<file path="src/rtl/alu_exec_wb_if.sv">
// alu_exec_wb_if: issue and register-file writeback bundle for the execute/writeback stage
interface alu_exec_wb_if #(
  parameter int WIDTH     = 32,
  parameter int CNT_WIDTH = 16
);
  logic                 IssueValid;
  logic                 IssueReady;
  logic [WIDTH-1:0]     A;
  logic [WIDTH-1:0]     B;
  logic [3:0]           ALUCtl;
  logic [4:0]           WriteReg;
  logic [WIDTH-1:0]     WriteData;
  logic [4:0]           WriteAddr;
  logic                 RegWrite;
  logic                 Zero;
  logic                 Overflow;
  logic                 IllegalOp;
  logic [CNT_WIDTH-1:0] OpCount;
  modport master (
    output IssueValid, A, B, ALUCtl, WriteReg,
    input  IssueReady, WriteData, WriteAddr, RegWrite, Zero, Overflow, IllegalOp, OpCount
  );
  modport slave (
    input  IssueValid, A, B, ALUCtl, WriteReg,
    output IssueReady, WriteData, WriteAddr, RegWrite, Zero, Overflow, IllegalOp, OpCount
  );
endinterface

</file>
<file path="src/rtl/alu_exec_wb.sv">
// alu_exec_wb: three-state MIPS execute/writeback stage driving the register-file write port
module alu_exec_wb #(
  parameter int WIDTH     = 32,
  parameter int CNT_WIDTH = 16
) (
  input logic         CLK,
  input logic         RESET,
  alu_exec_wb_if.slave bus
);
  typedef enum logic [1:0] {IDLE, EXEC, WB} state_t;
  localparam logic [3:0] CTL_AND = 4'd0, CTL_OR = 4'd1, CTL_ADD = 4'd2,
                         CTL_SUB = 4'd6, CTL_SLT = 4'd7, CTL_NOR = 4'd12;
  state_t               state_q, state_d;
  logic [WIDTH-1:0]     a_q, a_d, b_q, b_d;
  logic [3:0]           ctl_q, ctl_d;
  logic [4:0]           wr_q, wr_d;
  logic [WIDTH-1:0]     wdata_q, wdata_d;
  logic [4:0]           waddr_q, waddr_d;
  logic                 rw_q, rw_d, zero_q, zero_d, ovf_q, ovf_d, ill_q, ill_d;
  logic [CNT_WIDTH-1:0] cnt_q, cnt_d;
  logic [WIDTH-1:0]     sum, diff, res;
  logic                 legal, ovf, cap;
  assign sum   = a_q + b_q;
  assign diff  = a_q - b_q;
  assign legal = ctl_q inside {CTL_AND, CTL_OR, CTL_ADD, CTL_SUB, CTL_SLT, CTL_NOR};
  assign res   = ctl_q == CTL_AND ? a_q & b_q :
                 ctl_q == CTL_OR  ? a_q | b_q :
                 ctl_q == CTL_ADD ? sum :
                 ctl_q == CTL_SUB ? diff :
                 ctl_q == CTL_SLT ? WIDTH'($signed(a_q) < $signed(b_q)) :
                 ctl_q == CTL_NOR ? ~(a_q | b_q) : '0;
  // Overflow only when operand signs allow it and the result sign flips away from A
  assign ovf   = ctl_q == CTL_ADD ? (a_q[WIDTH-1] == b_q[WIDTH-1]) && (sum[WIDTH-1] != a_q[WIDTH-1]) :
                 ctl_q == CTL_SUB ? (a_q[WIDTH-1] != b_q[WIDTH-1]) && (diff[WIDTH-1] != a_q[WIDTH-1]) :
                 1'b0;
  assign cap   = state_q == IDLE && bus.IssueValid;
  always_comb begin
    state_d = state_q == IDLE ? (bus.IssueValid ? EXEC : IDLE) : state_q == EXEC ? WB : IDLE;
    a_d     = cap ? bus.A : a_q;
    b_d     = cap ? bus.B : b_q;
    ctl_d   = cap ? bus.ALUCtl : ctl_q;
    wr_d    = cap ? bus.WriteReg : wr_q;
    wdata_d = state_q == EXEC ? res : wdata_q;
    waddr_d = state_q == EXEC ? wr_q : waddr_q;
    zero_d  = state_q == EXEC ? res == '0 : zero_q;
    ovf_d   = state_q == EXEC ? ovf : ovf_q;
    ill_d   = state_q == EXEC ? !legal : ill_q;
    rw_d    = state_q == EXEC && legal && !ovf && wr_q != 5'd0;
    cnt_d   = state_q == WB ? cnt_q + CNT_WIDTH'(1) : cnt_q;
  end
  always_ff @(posedge CLK) begin
    if (!RESET) begin
      state_q <= IDLE;
      a_q     <= '0;
      b_q     <= '0;
      ctl_q   <= '0;
      wr_q    <= '0;
      wdata_q <= '0;
      waddr_q <= '0;
      rw_q    <= 1'b0;
      zero_q  <= 1'b0;
      ovf_q   <= 1'b0;
      ill_q   <= 1'b0;
      cnt_q   <= '0;
    end else begin
      state_q <= state_d;
      a_q     <= a_d;
      b_q     <= b_d;
      ctl_q   <= ctl_d;
      wr_q    <= wr_d;
      wdata_q <= wdata_d;
      waddr_q <= waddr_d;
      rw_q    <= rw_d;
      zero_q  <= zero_d;
      ovf_q   <= ovf_d;
      ill_q   <= ill_d;
      cnt_q   <= cnt_d;
    end
  end
  assign bus.IssueReady = state_q == IDLE && RESET;
  assign bus.WriteData  = wdata_q;
  assign bus.WriteAddr  = waddr_q;
  assign bus.RegWrite   = rw_q;
  assign bus.Zero       = zero_q;
  assign bus.Overflow   = ovf_q;
  assign bus.IllegalOp  = ill_q;
  assign bus.OpCount    = cnt_q;
endmodule

</file>
<file path="src/flat_wrapper.sv">
// flat-port wrapper written by rule: the top's interface ports become plain ports
module alu_exec_wb_flat 
#(
  parameter int WIDTH     = 32,
  parameter int CNT_WIDTH = 16
)
  (CLK, RESET, bus_IssueValid, bus_A, bus_B, bus_ALUCtl, bus_WriteReg, bus_IssueReady, bus_WriteData, bus_WriteAddr, bus_RegWrite, bus_Zero, bus_Overflow, bus_IllegalOp, bus_OpCount);
  alu_exec_wb_if #(.WIDTH(WIDTH), .CNT_WIDTH(CNT_WIDTH)) bus_i ();
  input logic CLK;
  input logic RESET;
  input wire logic [$bits(bus_i.IssueValid)-1:0] bus_IssueValid;
  input wire logic [$bits(bus_i.A)-1:0] bus_A;
  input wire logic [$bits(bus_i.B)-1:0] bus_B;
  input wire logic [$bits(bus_i.ALUCtl)-1:0] bus_ALUCtl;
  input wire logic [$bits(bus_i.WriteReg)-1:0] bus_WriteReg;
  output wire logic [$bits(bus_i.IssueReady)-1:0] bus_IssueReady;
  output wire logic [$bits(bus_i.WriteData)-1:0] bus_WriteData;
  output wire logic [$bits(bus_i.WriteAddr)-1:0] bus_WriteAddr;
  output wire logic [$bits(bus_i.RegWrite)-1:0] bus_RegWrite;
  output wire logic [$bits(bus_i.Zero)-1:0] bus_Zero;
  output wire logic [$bits(bus_i.Overflow)-1:0] bus_Overflow;
  output wire logic [$bits(bus_i.IllegalOp)-1:0] bus_IllegalOp;
  output wire logic [$bits(bus_i.OpCount)-1:0] bus_OpCount;
  assign bus_i.IssueValid = bus_IssueValid;
  assign bus_i.A = bus_A;
  assign bus_i.B = bus_B;
  assign bus_i.ALUCtl = bus_ALUCtl;
  assign bus_i.WriteReg = bus_WriteReg;
  assign bus_IssueReady = bus_i.IssueReady;
  assign bus_WriteData = bus_i.WriteData;
  assign bus_WriteAddr = bus_i.WriteAddr;
  assign bus_RegWrite = bus_i.RegWrite;
  assign bus_Zero = bus_i.Zero;
  assign bus_Overflow = bus_i.Overflow;
  assign bus_IllegalOp = bus_i.IllegalOp;
  assign bus_OpCount = bus_i.OpCount;
  alu_exec_wb #(.WIDTH(WIDTH), .CNT_WIDTH(CNT_WIDTH)) u_core (.CLK(CLK), .RESET(RESET), .bus(bus_i));
endmodule
</file>
<file path="config.mk">
export PLATFORM = sky130hd
export DESIGN_NAME = alu_exec_wb_flat
export DESIGN_NICKNAME = d
export VERILOG_FILES = /design/src/rtl/alu_exec_wb_if.sv /design/src/rtl/alu_exec_wb.sv /design/src/flat_wrapper.sv
export SDC_FILE = /design/constraint.sdc
export NUM_CORES = 1
export LEC_CHECK = 0
export CAP_MARGIN = 10
export CORE_MARGIN = 5
export CORE_UTILIZATION = 59
export CTS_BUF_LIST = sky130_fd_sc_hd__clkbuf_2 sky130_fd_sc_hd__clkbuf_4 sky130_fd_sc_hd__clkbuf_8
export CTS_CLUSTER_SIZE = 8
export DETAILED_ROUTE_END_ITERATION = 16
export PLACE_DENSITY = 0.84
export SETUP_SLACK_MARGIN = 0.1
export SYNTH_ARGS = -nofsm -noshare
export SYNTH_HDL_FRONTEND = slang
export SYNTH_SLANG_ARGS = --single-unit
</file>
<file path="constraint.sdc">
create_clock -name CLK -period 3.95 [get_ports CLK]
set_input_delay 0.395 -clock CLK [delete_from_list [all_inputs] [get_ports CLK]]
set_output_delay 0.395 -clock CLK [all_outputs]
set_load 0.005 [all_outputs]
</file>
==> results.toml, run 1 <==
[final_layout]
fin_cells = 1880
nNetsFinal = 1813
drive_above_1_share_pct = 9.631
area_growth_syn_to_layout_pct = 22.33
diodes = 0
fillers = 1468

[yosys]
mappedNetlistNets = 1692
synthDistinctLibCells = 87
ys.flop_type = "dfxtp_1"
synth-edff-count = 0
ys_ff_latch = 132
yosysSeqAreaShare_pct = 24.73
synth_area_per_cell_sq_um = 7.044
netlist.area_leader.share_pct = 24.73
synth-async-reset-ratio_pct = 0
synth_area_leaders = "dfxtp_1 25%, ha_1 11%, a21oi_1 9.2%, nand2_1 9.0%, nor2_1 4.7%"
syn_area_sq_mm = 0.01069
yosysTopAreaCell = "dfxtp_1"
netlist_instances = 1517
yosys_warnings = 0

[floorplanning]
core_area_sq_mm = 0.01790
die_x_um = 144.6
die_h_um = 144.6
io_pins = 134
rows = 49
dieArea_sq_mm = 0.02090
start_util_pct = 59.69

[sta]
finClkSkew_ns = 0.01793
maxSlewHeadroom_pct = 27.47
finalSetupViolCount = 0
finalCritPeriodShare_pct = 94.68
setup_slack_ns = 0.2103
rsz0062_at_grt = "false"
fin_hold_ws_ns = 0.4603
tightest_slew_ns = 1.084
fmax_mhz = 267.4
final.min_clock_period_ns = 3.740
hold_viol = 0
drv_slew = 0

[setup_path]
cp_max_fo = 5
crit_type = "flop to flop"
cp.arrival_ns = 4.11
critPathRequiredTime_ns = 4.32
startpoint_type = "flop"
endpoint_kind = "flop"

[clock_network]
clk_pin_slew_ns = 0.08
cts.sinks = 132
cts-root-buf = "clkbuf_8"
cts_buffer_depth = 2
htreeDepth = 4
cts_buffers = 17
clock_latency_ns = 0.46
ctsHoldBuffers = 0
tritoncts = "yes"

[min_path]
hold_class = "flop to flop"

[drt]
routed_wl_um = 39780
drc = 0
ant_nets = 0
routedWlPerCell_um = 21.16
vias = 12274
drt-pass1-iter-count = 10
drt_iter0_markers = 1671
via_per_inst = 6.529

[power]
power_density_mw_per_mm2 = 335.9
p_total_mw = 4.391
power.leakage_nw = 5.019
irDropWorstVdd_mv = 0.2876

[placement]
dp_hpwl_um = 29790
pre_cts_ws_ns = -0.06056
portBuffers = 133
dp.cells = 1843
gp_congestion = 1.109

[global_routing]
grt_overflow_total = 0
grt.total_usage_pct = 36.72
grt_first_pass_wirelength_um = 60120
grt_max_degree = 124
antenna_found_initial = 0
grt_pass1_vias = 11138

[job]
drv_cap = 0

[outcome]
status = "finished, final reports clean"
==> final cells by class <==
type | count | area (sq um) | share of cell area, %
clock buffer | 19 | 261.5 | 2.001
clock inverter | 13 | 193.9 | 1.484
inverter | 106 | 399.1 | 3.054
multi-input combinational | 1185 | 7468 | 57.14
sequential | 132 | 2645 | 20.24
tap | 229 | 286.5 | 2.192
timing repair buffer | 196 | 1817 | 13.90
==> logic make-up after synthesis <==
kind of cell,after synthesis,synth area share (%)
AOI/OAI and AO/OA,485,29.41
buffers and inverters,200,7.318
xor gates and xnor gates,23,1.885
DFF,132,24.73
muxes,6,0.5738
and+or+nand+nor,572,24.34
adders and majority gates,99,11.73
==> worst max-delay path, cell delays in order, from the launching register on <==
cell and delay (ns):
dfxtp_1 0.36, inv_1 0.07, ha_1 0.22, fa_1 0.44
o21bai_2 0.23, nand3_2 0.22, a21oi_1 0.34, o211ai_1 0.20
buf_4 0.21, nand3_1 0.07, o21a_1 0.21, a21oi_1 0.16
nand4bb_1 0.24, nor4_2 0.36, nand4_1 0.13, o31ai_1 0.19
==> power by group <==
part           internal, mW  switching [mW]  leakage (nW)  total (mW)
Combinational         0.616           0.947          3.71        1.56
Clock                 0.732           0.624         0.228        1.36
Sequential             1.40          0.0723          1.08        1.47
==> cells in the final DEF, fill, tap and decap left out, types with 7 or more instances in the layout <==
master / instances
a21o_1: 15
a21oi_1: 193
a31oi_1: 13
nand3_1: 27
o21ai_0: 64
a311oi_1: 7
nor4_1: 9
buf_4: 62
ha_1: 89
nor3_1: 32
nand2b_1: 10
inv_1: 101
o21bai_1: 8
ha_2: 7
dfxtp_1: 130
nand4_1: 18
nand2_1: 255
xnor2_1: 12
clkdlybuf4s50_1: 133
o22ai_1: 10
a22oi_1: 18
o211ai_1: 15
nor2_1: 133
xor2_1: 11
a211oi_1: 18
o31ai_1: 18
nor2b_1: 11
clkbuf_8: 19
and2_1: 18
and3_1: 13
a211o_1: 10
==> registers in the layout (all words and copies together), names as in the netlist <==
signal,count
u_core.bus.IllegalOp,1
u_core.ctl_q,4
u_core.bus.Zero,1
u_core.a_q,32
u_core.bus.OpCount,16
u_core.bus.Overflow,1
u_core.state_q,2
u_core.bus.WriteAddr,5
u_core.bus.RegWrite,1
u_core.wr_q,5
u_core.bus.WriteData,32
u_core.b_q,32
==> stage by stage <==
stage	TNS [ns]	util (%)	area [sq um]
global placement	0	69.13	12380
global route	0	73.02	13070
CTS	0	71.95	12880
floorplan	0	-	10690
detailed placement	-0.06056	69.13	12380
finish	0	73.02	13070
==> layer usage <==
metal	share of wire, %	GRT usage, %	vias to the layer above
met2	44	56.40	847
met4	3.7	13.06	0
met5	0	0	-
met1	40	49.83	5689
li1	-	-	5595
met3	13	9.656	143
==> final timing paths <==
path,start,to,slack (ns),depth (start not counted)
worst min-delay path,u_core.bus.WriteData[14],u_core.bus.WriteData[14],0.46,2
worst min register to register,u_core.bus.WriteData[14],u_core.bus.WriteData[14],0.46,2
worst max-delay path,u_core.a_q[0],u_core.bus.Zero,0.21,15
worst max register to register,u_core.a_q[0],u_core.bus.Zero,0.21,15
==> timing repair <==
action / in CTS / in global routing
setup endpoints to repair: 1 / 3
setup buffers: 2 / 3
pin swaps: 4 / 9
resized for setup: 6 / 38
hold endpoints to repair: 0 / 0
==> cells in the mapped netlist, types with 14 or more instances <==
library cell / count
nand3_1: 28
and3_1: 14
and2_1: 19
o211ai_1: 15
nand4_1: 18
o21ai_0: 65
nor3_1: 32
a22oi_1: 19
a211oi_1: 18
a21o_1: 15
inv_1: 101
nor2_1: 134
clkbuf_1: 67
o31ai_1: 19
nand2_1: 256
ha_1: 97
a31oi_1: 14
a21oi_1: 196
dfxtp_1: 132
(Power assumes the default switching activity.)
==> run 2, diff against run 1 <==
--- a/config.mk
+++ b/config.mk
@@ -5,13 +5,11 @@
 export SDC_FILE = /design/constraint.sdc
 export NUM_CORES = 1
 export LEC_CHECK = 0
-export CAP_MARGIN = 10
 export CORE_MARGIN = 5
-export CORE_UTILIZATION = 59
+export CORE_UTILIZATION = 30
 export CTS_BUF_LIST = sky130_fd_sc_hd__clkbuf_2 sky130_fd_sc_hd__clkbuf_4 sky130_fd_sc_hd__clkbuf_8
 export CTS_CLUSTER_SIZE = 8
 export DETAILED_ROUTE_END_ITERATION = 16
-export PLACE_DENSITY = 0.84
 export SETUP_SLACK_MARGIN = 0.1
 export SYNTH_ARGS = -nofsm -noshare
 export SYNTH_HDL_FRONTEND = slang
==> results.toml, run 2 (synthesis results as in run 1) <==
[outcome]
status = "finished, final reports clean"

[placement]
pre_cts_ws_ns = 0.05638
portBuffers = 133
dp_hpwl_um = 34940
placed_cell_area_sq_mm = 0.01333
gp_congestion = 1.022

[drt]
vias = 11837
ant_nets = 0
routed_wl_um = 43760
via_per_inst = 5.398
drt-pass1-iter-count = 5
drt_iter0_markers = 945
routedWlPerCell_um = 19.95
drc = 0

[floorplanning]
io_pins = 134
core_area_sq_mm = 0.03540
start_util_pct = 30.19
rows = 69
dieArea_sq_mm = 0.03949
die_x_um = 198.7
die_h_um = 198.7

[clock_network]
clock_latency_ns = 0.51
clk_pin_slew_ns = 0.10
htreeDepth = 4
cts_buffers = 17
tritoncts = "yes"
ctsHoldBuffers = 0
cts_buffer_depth = 2
cts-root-buf = "clkbuf_8"
cts.sinks = 132

[setup_path]
cp.arrival_ns = 4.13
regToRegEndpoint = "u_core.bus.Zero"
cp_max_fo = 7
endpoint_kind = "flop"
r2r_start = "u_core.a_q[15]"
ff2ff_setup_slack_ns = 0.23
reg2reg_depth = 15
critPathRequiredTime_ns = 4.36
crit_type = "flop to flop"
startpoint_type = "flop"

[sta]
finalCritPeriodShare_pct = 94.09
rsz0062_at_grt = "false"
finalSetupViolCount = 0
maxSlewHeadroom_pct = 50.21
fin_setup_tns_ns = 0
setup_slack_ns = 0.2334
finClkSkew_ns = 0.01981
tightest_slew_ns = 0.7468
final.min_clock_period_ns = 3.717
hold_viol = 0
fmax_mhz = 269.1
fin_hold_ws_ns = 0.4222
drv_slew = 0

[global_routing]
grt_max_degree = 75
grt_overflow_total = 0
grt_first_pass_wirelength_um = 66750
antenna_found_initial = 2
grt_pass1_vias = 11097
grt.total_usage_pct = 21.78

[final_layout]
area_growth_syn_to_layout_pct = 30.43
nNetsFinal = 1893
most-common-layout-cells = "255 x nand2_1, 189 x a21oi_1, 139 x buf_4"
drive_above_1_share_pct = 14.21
stdcell_area_sq_mm = 0.01394
final_common_cell = "nand2_1"

[min_path]
holdPathEnd = "u_core.ctl_q[3]"
whs_path_depth = 3
worstHoldStart = "bus_ALUCtl[3]"
hold_class = "input pin to flop"

[power]
power_density_mw_per_mm2 = 312.6
power.leakage_nw = 5.403
irDropWorstVdd_mv = 0.2126

[job]
drv_cap = 0
run 2: cell types whose count changed in the layout (fill, tap and decap cells not counted), sizes merged:
cell    change
buf        +80
diode       +1
inv         +3
bufinv      -3
run 2: how the worst max path moves through the flow:
| stage | startpoint | endpoint | slack [ns] | cells after the start |
|---|---|---|---|---|
| detailed placement | u_core.b_q[0] | u_core.bus.Zero | 0.06 | 15 |
| finish | u_core.a_q[15] | u_core.bus.Zero | 0.23 | 15 |
| global route | u_core.b_q[4] | u_core.bus.Zero | 0.09 | 14 |
| CTS | u_core.b_q[3] | u_core.bus.Zero | 0.10 | 15 |
| global placement | u_core.b_q[0] | u_core.bus.Zero | 0.11 | 15 |
| floorplan | u_core.b_q[0] | u_core.bus.Zero | 0.58 | 14 |
run 2: timing repair:
action / CTS / global route
gates resized for setup: 10 / 40
pin swaps: 3 / 14
endpoints found under the setup margin: 1 / 1
cloned: 0 / 0
buffers inserted: 0 / 2
run 2: per-stage QoR:
| stage | instances | util [%] | total power, mW |
|---|---|---|---|
| after floorplan | 1517 | - | 2.410 |
| after global placement | 2158 | 37.65 | 3.111 |
| after global routing | 2193 | 39.37 | 4.601 |
| after CTS | 2190 | 38.93 | 4.333 |
| final | 2193 | 39.37 | 4.357 |
| after detailed placement | 2158 | 37.65 | 3.108 |
run 2: layout make-up:
cell class                 count  area [sq um]
antenna                        1         2.502
clock buffer                  19         261.5
clock inverter                13         133.9
fill                        3796         21460
inverter                     106         399.1
multi-input combinational   1185          7462
sequential                   132          2646
tap                          461         576.8
timing repair buffer         276          2455
run 2: critical path, cell delays in order (launching register included):
cell and delay, ns:
dfxtp_1 0.38, inv_1 0.06, ha_1 0.49, nor3_1 0.12
a2111oi_1 0.44, o21ai_0 0.18, a22oi_1 0.25, nor2_1 0.15
xnor2_1 0.15, a221oi_1 0.34, buf_4 0.21, nand4_1 0.10
nor4_2 0.29, buf_4 0.16, nand4_1 0.09, o31ai_2 0.22
run 2: metal layers:
layer	global-route usage (%)	routed length, um
met1	32.99	21820
met2	32.05	18590
met3	3.997	2714
met4	4.787	584
met5	0	51
run 2: power by group:
| part | switching, mW | internal (mW) |
|---|---|---|
| registers | 0.0634 | 1.40 |
| clock network | 0.645 | 0.548 |
| logic | 0.997 | 0.705 |
| total | 1.71 | 2.65 |
